### src/rtl/minilab_pkg.sv
// -----------------------------------------------------------------------------
// minilab_pkg
// Shared defaults and types for the systolic MAC feeder.
//   DEF_DATA_WIDTH : default FIFO data / MAC operand width
//   DEF_ROWS       : default number of A-row FIFOs and MACs
//   DEF_DEPTH      : default elements per A row and in the B vector
//   feeder_state_t : feeder sequencing FSM states
// -----------------------------------------------------------------------------
package minilab_pkg;

    localparam int DEF_DATA_WIDTH = 8;
    localparam int DEF_ROWS       = 8;
    localparam int DEF_DEPTH      = 8;
    localparam int STALL_CNT_W    = 16;

    typedef enum logic [2:0] {
        ST_IDLE,
        ST_CLEAR,
        ST_STREAM,
        ST_DRAIN,
        ST_DONE
    } feeder_state_t;

    // Number of global steps in one skewed matrix-vector pass.
    function automatic int step_count(input int rows, input int depth);
        return rows + depth - 1;
    endfunction

endpackage

### src/rtl/b_skew_line.sv
// -----------------------------------------------------------------------------
// b_skew_line
// Skew delay line for the B vector. Tap 0 is the B element just read from the
// FIFO; tap k is the element read k firing steps earlier, so MAC row k sees the
// B element that pairs with its own (k-step delayed) A stream.
// Ports:
//   clk, rst_n : clock, asynchronous active-low reset
//   advance    : shift one position (cycle after a firing step)
//   din        : current B element (zero when B was not popped)
//   taps       : ROWS taps, taps[k] = B element delayed by k steps
// -----------------------------------------------------------------------------
module b_skew_line
    import minilab_pkg::*;
#(
    parameter int DATA_WIDTH = DEF_DATA_WIDTH,
    parameter int ROWS       = DEF_ROWS
) (
    input  logic                             clk,
    input  logic                             rst_n,
    input  logic                             advance,
    input  logic [DATA_WIDTH-1:0]            din,
    output logic [ROWS-1:0][DATA_WIDTH-1:0]  taps
);

    // Tap 0 is combinational, so only ROWS-1 registered stages are needed.
    logic [ROWS-2:0][DATA_WIDTH-1:0] stage;

    // NOTE: this is a handful of plain flops, not a RAM, so it is reset;
    // a stale element must never leak into the next operation after rst_n.
    always_ff @(posedge clk or negedge rst_n) begin
        if (!rst_n) begin
            stage <= '0;
        end else if (advance) begin
            stage[0] <= din;
            for (int k = 1; k < ROWS - 1; k++) begin
                stage[k] <= stage[k-1];
            end
        end
    end

    always_comb begin
        taps[0] = din;
        for (int k = 1; k < ROWS; k++) begin
            taps[k] = stage[k-1];
        end
    end

endmodule

### src/rtl/mac_feeder.sv
// -----------------------------------------------------------------------------
// mac_feeder
// Streams one matrix (ROWS x DEPTH, one FIFO per row) and one vector (DEPTH
// elements, one FIFO) into ROWS MACs with a diagonal skew: row i consumes its
// element k at global step i+k together with B element k.
// Optional feature macro: FEEDER_STALL_CNT_EN (enables the stall counter;
// otherwise stall_cnt is tied to zero).
// Ports:
//   clk, rst_n          : clock, asynchronous active-low reset
//   start               : one-cycle request, honoured only when idle
//   rdempty_a, q_a      : per-row A FIFO empty flags and read data (1-cycle)
//   rdempty_b, q_b      : B FIFO empty flag and read data (1-cycle)
//   rdreq_a, rdreq_b    : FIFO read requests
//   mac_clr             : one-cycle accumulator clear
//   mac_en, mac_a, mac_b: per-MAC accumulate enable and operands
//   busy, done          : operation in progress / completion pulse
//   stall_cnt           : STREAM cycles lost to empty FIFOs
// -----------------------------------------------------------------------------
module mac_feeder
    import minilab_pkg::*;
#(
    parameter int DATA_WIDTH = DEF_DATA_WIDTH,
    parameter int ROWS       = DEF_ROWS,
    parameter int DEPTH      = DEF_DEPTH
) (
    input  logic                             clk,
    input  logic                             rst_n,
    input  logic                             start,
    input  logic [ROWS-1:0]                  rdempty_a,
    input  logic [ROWS-1:0][DATA_WIDTH-1:0]  q_a,
    input  logic                             rdempty_b,
    input  logic [DATA_WIDTH-1:0]            q_b,
    output logic [ROWS-1:0]                  rdreq_a,
    output logic                             rdreq_b,
    output logic                             mac_clr,
    output logic [ROWS-1:0]                  mac_en,
    output logic [ROWS-1:0][DATA_WIDTH-1:0]  mac_a,
    output logic [ROWS-1:0][DATA_WIDTH-1:0]  mac_b,
    output logic                             busy,
    output logic                             done,
    output logic [STALL_CNT_W-1:0]           stall_cnt
);

    localparam int STEPS = step_count(ROWS, DEPTH);
    localparam int SW    = $clog2(STEPS + 1);
    localparam logic [SW-1:0] LAST_STEP = SW'(STEPS - 1);

    feeder_state_t   state;
    logic [SW-1:0]   step;
    logic            b_popped;   // B was read in the previous cycle
    logic [ROWS-1:0] row_active;
    logic            b_active;
    logic            blocked;
    logic            fire;
    int              step_i;
    logic [ROWS-1:0][DATA_WIDTH-1:0] b_taps;
    logic [DATA_WIDTH-1:0]           b_din;

    assign step_i = int'(step);

    // A step fires only when every FIFO it needs has data, so a stall never
    // reads a subset of rows and the skew between rows is preserved.
    // NOTE: every signal gets a value on every path through this block, so
    // no latches are inferred.
    always_comb begin
        for (int i = 0; i < ROWS; i++) begin
            row_active[i] = (step_i >= i) && (step_i - i < DEPTH);
        end
        b_active = (step_i < DEPTH);
        blocked  = (|(row_active & rdempty_a)) || (b_active && rdempty_b);
        fire     = (state == ST_STREAM) && !blocked;
        rdreq_a  = fire ? row_active : '0;
        rdreq_b  = fire && b_active;
    end

    // NOTE: sequential state uses non-blocking assignments only, so every
    // flop samples pre-edge values regardless of statement order.
    always_ff @(posedge clk or negedge rst_n) begin
        if (!rst_n) begin
            state    <= ST_IDLE;
            step     <= '0;
            b_popped <= 1'b0;
            mac_en   <= '0;
            mac_clr  <= 1'b0;
            busy     <= 1'b0;
            done     <= 1'b0;
        end else begin
            // FIFO data lands one cycle after the read, so the enable is
            // simply the read request delayed by one cycle.
            mac_en   <= rdreq_a;
            b_popped <= rdreq_b;
            case (state)
                ST_IDLE: begin
                    if (start) begin
                        state   <= ST_CLEAR;
                        mac_clr <= 1'b1;
                        busy    <= 1'b1;
                    end
                end
                ST_CLEAR: begin
                    state   <= ST_STREAM;
                    mac_clr <= 1'b0;
                    step    <= '0;
                end
                ST_STREAM: begin
                    if (fire) begin
                        if (step == LAST_STEP) begin
                            state <= ST_DRAIN;
                            step  <= '0;
                        end else begin
                            step <= step + SW'(1);
                        end
                    end
                end
                ST_DRAIN: begin
                    state <= ST_DONE;
                    done  <= 1'b1;
                end
                ST_DONE: begin
                    state <= ST_IDLE;
                    done  <= 1'b0;
                    busy  <= 1'b0;
                end
                default: begin
                    state   <= ST_IDLE;
                    mac_clr <= 1'b0;
                    busy    <= 1'b0;
                    done    <= 1'b0;
                end
            endcase
        end
    end

    // Zero is shifted in once B is exhausted; those taps are never enabled.
    assign b_din = b_popped ? q_b : '0;

    b_skew_line #(
        .DATA_WIDTH (DATA_WIDTH),
        .ROWS       (ROWS)
    ) u_b_skew (
        .clk     (clk),
        .rst_n   (rst_n),
        .advance (|mac_en),
        .din     (b_din),
        .taps    (b_taps)
    );

    // Operands are gated by their enable so idle lanes (and reset) read zero.
    always_comb begin
        for (int i = 0; i < ROWS; i++) begin
            mac_a[i] = mac_en[i] ? q_a[i]    : '0;
            mac_b[i] = mac_en[i] ? b_taps[i] : '0;
        end
    end

`ifdef FEEDER_STALL_CNT_EN
    always_ff @(posedge clk or negedge rst_n) begin
        if (!rst_n) begin
            stall_cnt <= '0;
        end else if (state == ST_CLEAR) begin
            stall_cnt <= '0;
        end else if ((state == ST_STREAM) && !fire && (stall_cnt != '1)) begin
            stall_cnt <= stall_cnt + STALL_CNT_W'(1);
        end
    end
`else
    assign stall_cnt = '0;
`endif

endmodule

### config.mk
export PLATFORM = sky130hd
export DESIGN_NAME = mac_feeder
export DESIGN_NICKNAME = d
export VERILOG_FILES = /design/src/rtl/minilab_pkg.sv /design/src/rtl/b_skew_line.sv /design/src/rtl/mac_feeder.sv
export SDC_FILE = /design/constraint.sdc
export NUM_CORES = 1
export LEC_CHECK = 0
export ABC_CLOCK_PERIOD_IN_PS = 3600
export BUFFER_PORTS_ARGS = -buffer_cell sky130_fd_sc_hd__buf_2
export CORE_ASPECT_RATIO = 1.75
export CORE_MARGIN = 5
export CORE_UTILIZATION = 40
export DETAILED_ROUTE_END_ITERATION = 10
export GPL_ROUTABILITY_DRIVEN = 0
export HOLD_SLACK_MARGIN = 0.02
export PLACE_DENSITY = 0.81
export SYNTH_ARGS = -nofsm -noshare
export SYNTH_HDL_FRONTEND = slang
export SYNTH_SLANG_ARGS = --single-unit
### constraint.sdc
create_clock -name clk -period 3.6 [get_ports clk]
set_input_delay 0.54 -clock clk [delete_from_list [all_inputs] [get_ports clk]]
set_output_delay 0.54 -clock clk [all_outputs]
set_load 0.01 [all_outputs]
==> impl_metrics.env <==
export IMPL_status="complete, no violations"
export IMPL_p_int_mw=2.292
export IMPL_ir_drop_mv=0.5572
export IMPL_swShare=0.4039
export IMPL_ys_warn_count=0
export IMPL_synth_largest_area_cell="dfrtp_1"
export IMPL_tightest_slew_ps=1045
export IMPL_placed_area_um2=5325
export IMPL_finalSetupViolCount=0
export IMPL_core_area_um2=10240
export IMPL_synth_ff_type="dfrtp_1"
export IMPL_clockPowerShare=0.264
export IMPL_end_kind="output pin"
export IMPL_routed_wl_mm=12.20
export IMPL_arrival_ps=2910
export IMPL_cp_data_required_time_ps=3060
export IMPL_fmax_ghz=0.2902
export IMPL_drv_slew=0
export IMPL_cts_resized=0
export IMPL_viasPerCell=4.670
export IMPL_p_sw_mw=1.552
export IMPL_die_h_um=144.8
export IMPL_grt_pass1_wl_mm=18.53
export IMPL_placementRows=49
export IMPL_ant_nets=0
export IMPL_cts_num_sinks=74
export IMPL_antenna_found_initial=0
export IMPL_synth_edf_count=0
export IMPL_synth_top_family_by_area="simple AND/OR/NAND/NOR gates"
export IMPL_diodes=0
export IMPL_cp_start_kind="register"
export IMPL_synthXorXnorAreaFrac=0.004219
export IMPL_hold_buffers=0
export IMPL_synthesis_area_um2=4151
export IMPL_place_hpwl_mm=9.432
export IMPL_die_w_um=87.01
export IMPL_first_iter_violations=127
export IMPL_combinationalPowerShare=0.384
export IMPL_fin_cells=842
export IMPL_seqPwrFrac=0.352
export IMPL_min_path_type="in -> async"
export IMPL_post_cts_buffers=0
export IMPL_static_leakage_power_nw=3.488
export IMPL_io_pins=248
export IMPL_synthSimpleGateAreaFrac=0.4030
export IMPL_insertion_delay_ps=330
export IMPL_fin_crit_sh=0.9573
export IMPL_gr_total_overflow=0
export IMPL_clkTransAtPathRegs_ps=60
export IMPL_max_slew_margin=0.3032
export IMPL_setup_tns_ps=0
export IMPL_cts_root_buffer="clkbuf_16"
export IMPL_vias=3932
export IMPL_ys_ff_latch=74
export IMPL_syn_to_final_growth_pct=36.56
export IMPL_powerDensity_nw_per_um2=678.0
export IMPL_async_flop_share=1.000
export IMPL_postSynthCellCount=491
export IMPL_post_route_drc_count=0
export IMPL_io_buffers=231
export IMPL_synth_area_mux_share=0
export IMPL_drive_above_1_share=0.3678
export IMPL_dr_pass1_iters=4
export IMPL_grt_util_all_layers=0.1893
export IMPL_synth_fa_ha_area_frac=0.02110
export IMPL_synth_top_area_frac=0.4461
export IMPL_fin_nets=801
export IMPL_synth_area_top_cells="dfrtp_1 45%, and2_1 19%, nand2_1 14%"
export IMPL_synth_compound_area_frac=0.06480
export IMPL_htreeDepth=3
export IMPL_design_area_um2=5669
export IMPL_yosysSeqAreaShare=0.4461
export IMPL_fin_skew_ps=7.619
export IMPL_drt_wirelength_per_cell_um=14.49
export IMPL_ys_types=44
export IMPL_crit_fanout=14
export IMPL_initial_core_util=0.4055
export IMPL_dp_cells=826
export IMPL_cts_tree="done"
export IMPL_grt_max_degree=75
export IMPL_die_area_um2=12600
export IMPL_hold_violations=0
export IMPL_grt_pass1_vias=3900
export IMPL_rsz0062_at_grt="false"
export IMPL_p_total_mw=3.844
export IMPL_drv_cap=0
export IMPL_avgSynthCellArea_um2=8.455
export IMPL_cts_buffers=9
export IMPL_path_class="reg -> out"
export IMPL_fin_crit_ps=3446
export IMPL_clockBufferDepth=2
[worst paths after layout]
path	start	endpoint	slack, ps	depth (start not counted)
setup / recovery	step[3]$_DFFE_PN0P_	rdreq_a[2]	150	9
hold / removal	rst_n	u_b_skew.taps[47]$_DFFE_PN0P_	360	1
setup reg to reg	step[3]$_DFFE_PN0P_	step[1]$_DFFE_PN0P_	1070	8
hold reg to reg	u_b_skew.taps[60]$_DFFE_PN0P_	u_b_skew.taps[60]$_DFFE_PN0P_	460	2
max in group asynchronous	rst_n	u_b_skew.taps[36]$_DFFE_PN0P_	2620	1
min in group clk	u_b_skew.taps[60]$_DFFE_PN0P_	u_b_skew.taps[60]$_DFFE_PN0P_	460	2
[power by group through the flow]
stage	clock (mW)	combinational, mW	sequential, mW
final	1.02	1.48	1.35
after global placement	0	1.45	1.35
after detailed placement	0	1.49	1.37
after floorplan	0	1.01	1.34
after CTS	1.04	1.50	1.35
after global routing	1.07	1.66	1.40
[synthesized netlist by cell type (all sizes together) (2+ instances only)]
library cell  number
a21o               9
a21oi              3
a31oi              6
and2             130
buf               24
clkbuf            17
dfrtp             74
ha                 7
inv                6
nand2            150
nand2b             4
nand3              5
nand4              3
nor2              12
nor2b              6
nor3               2
nor3b              2
nor4               3
o211ai             2
o21ai              7
o31ai              3
xnor2              2
[metal layers]
metal  routed length (µm)  track usage  up-vias
met5                    0            0        -
met4                  300      0.08046        0
met3                  924      0.04646       25
met2                 6521       0.3440      164
met1                 4457       0.2051     1786
li1                     -            -     1957
[layout by cell type, fill, tap and decap left out, types with 2 or more instances in the layout]
| cell type | netlist | final |
|---|---|---|
| ha_1 | 7 | 7 |
| nor4_1 | 2 | 2 |
| xnor2_1 | 2 | 2 |
| o211ai_1 | 2 | 2 |
| a21oi_1 | 3 | 3 |
| inv_1 | 6 | 6 |
| nor2_1 | 12 | 11 |
| bufinv_16 | 0 | 3 |
| a21o_1 | 9 | 9 |
| a31oi_1 | 6 | 6 |
| o31ai_1 | 3 | 3 |
| o21ai_0 | 6 | 6 |
| buf_4 | 18 | 4 |
| clkbuf_16 | 0 | 9 |
| nand4_1 | 2 | 2 |
| and2_1 | 129 | 128 |
| buf_2 | 4 | 230 |
| nand2b_1 | 4 | 4 |
| dfrtp_1 | 74 | 74 |
| conb_1 | 1 | 16 |
| clkinv_2 | 0 | 2 |
| nand2_1 | 150 | 149 |
| nor2b_1 | 6 | 6 |
| nand3_1 | 5 | 5 |
[worst max-delay path, cell delays in order, from the launching register on]
cell,delay [ps]
dfrtp_1,530
inv_1,140
ha_1,260
nor2b_1,90
or3_1,370
a32o_2,320
nor3_4,250
nand4_4,210
nor2_1,240
buf_2,170
[registers in the layout (all words and copies together) (netlist names)]
name,flops
done,1
mac_en,8
busy,1
u_b_skew.taps,56
mac_clr,1
step,4
state,3
[cell type report]
type,count,area (µm²)
clock buffers,9,225.2
clock inverters,7,116.4
fillers,980,4569
inverters,6,22.52
multi-input cells,385,2113
flip-flops and latches,74,1852
well taps,127,158.9
repair buffers,234,1181
[per-stage QoR]
step / util / worst slack [ps] / hold slack [ps]
finish: 0.5537 / 153.9 / 356.2
global route: 0.5537 / 0.5815 / 460.1
CTS: 0.5535 / 150.7 / 386.3
detailed placement: 0.5201 / 518.2 / 449.2
global placement: 0.5201 / 589.0 / 441.8
floorplan: - / 511.2 / 244.4
[cells by family after synthesis]
| kind of cell | Yosys count |
|---|---|
| simple gates | 322 |
| flops | 74 |
| buf+inv | 47 |
| compound gates | 38 |
| fa+ha+maj | 7 |
| xor+xnor | 2 |
| other cells | 1 |
Note: power is estimated with default switching activity, not from simulation.
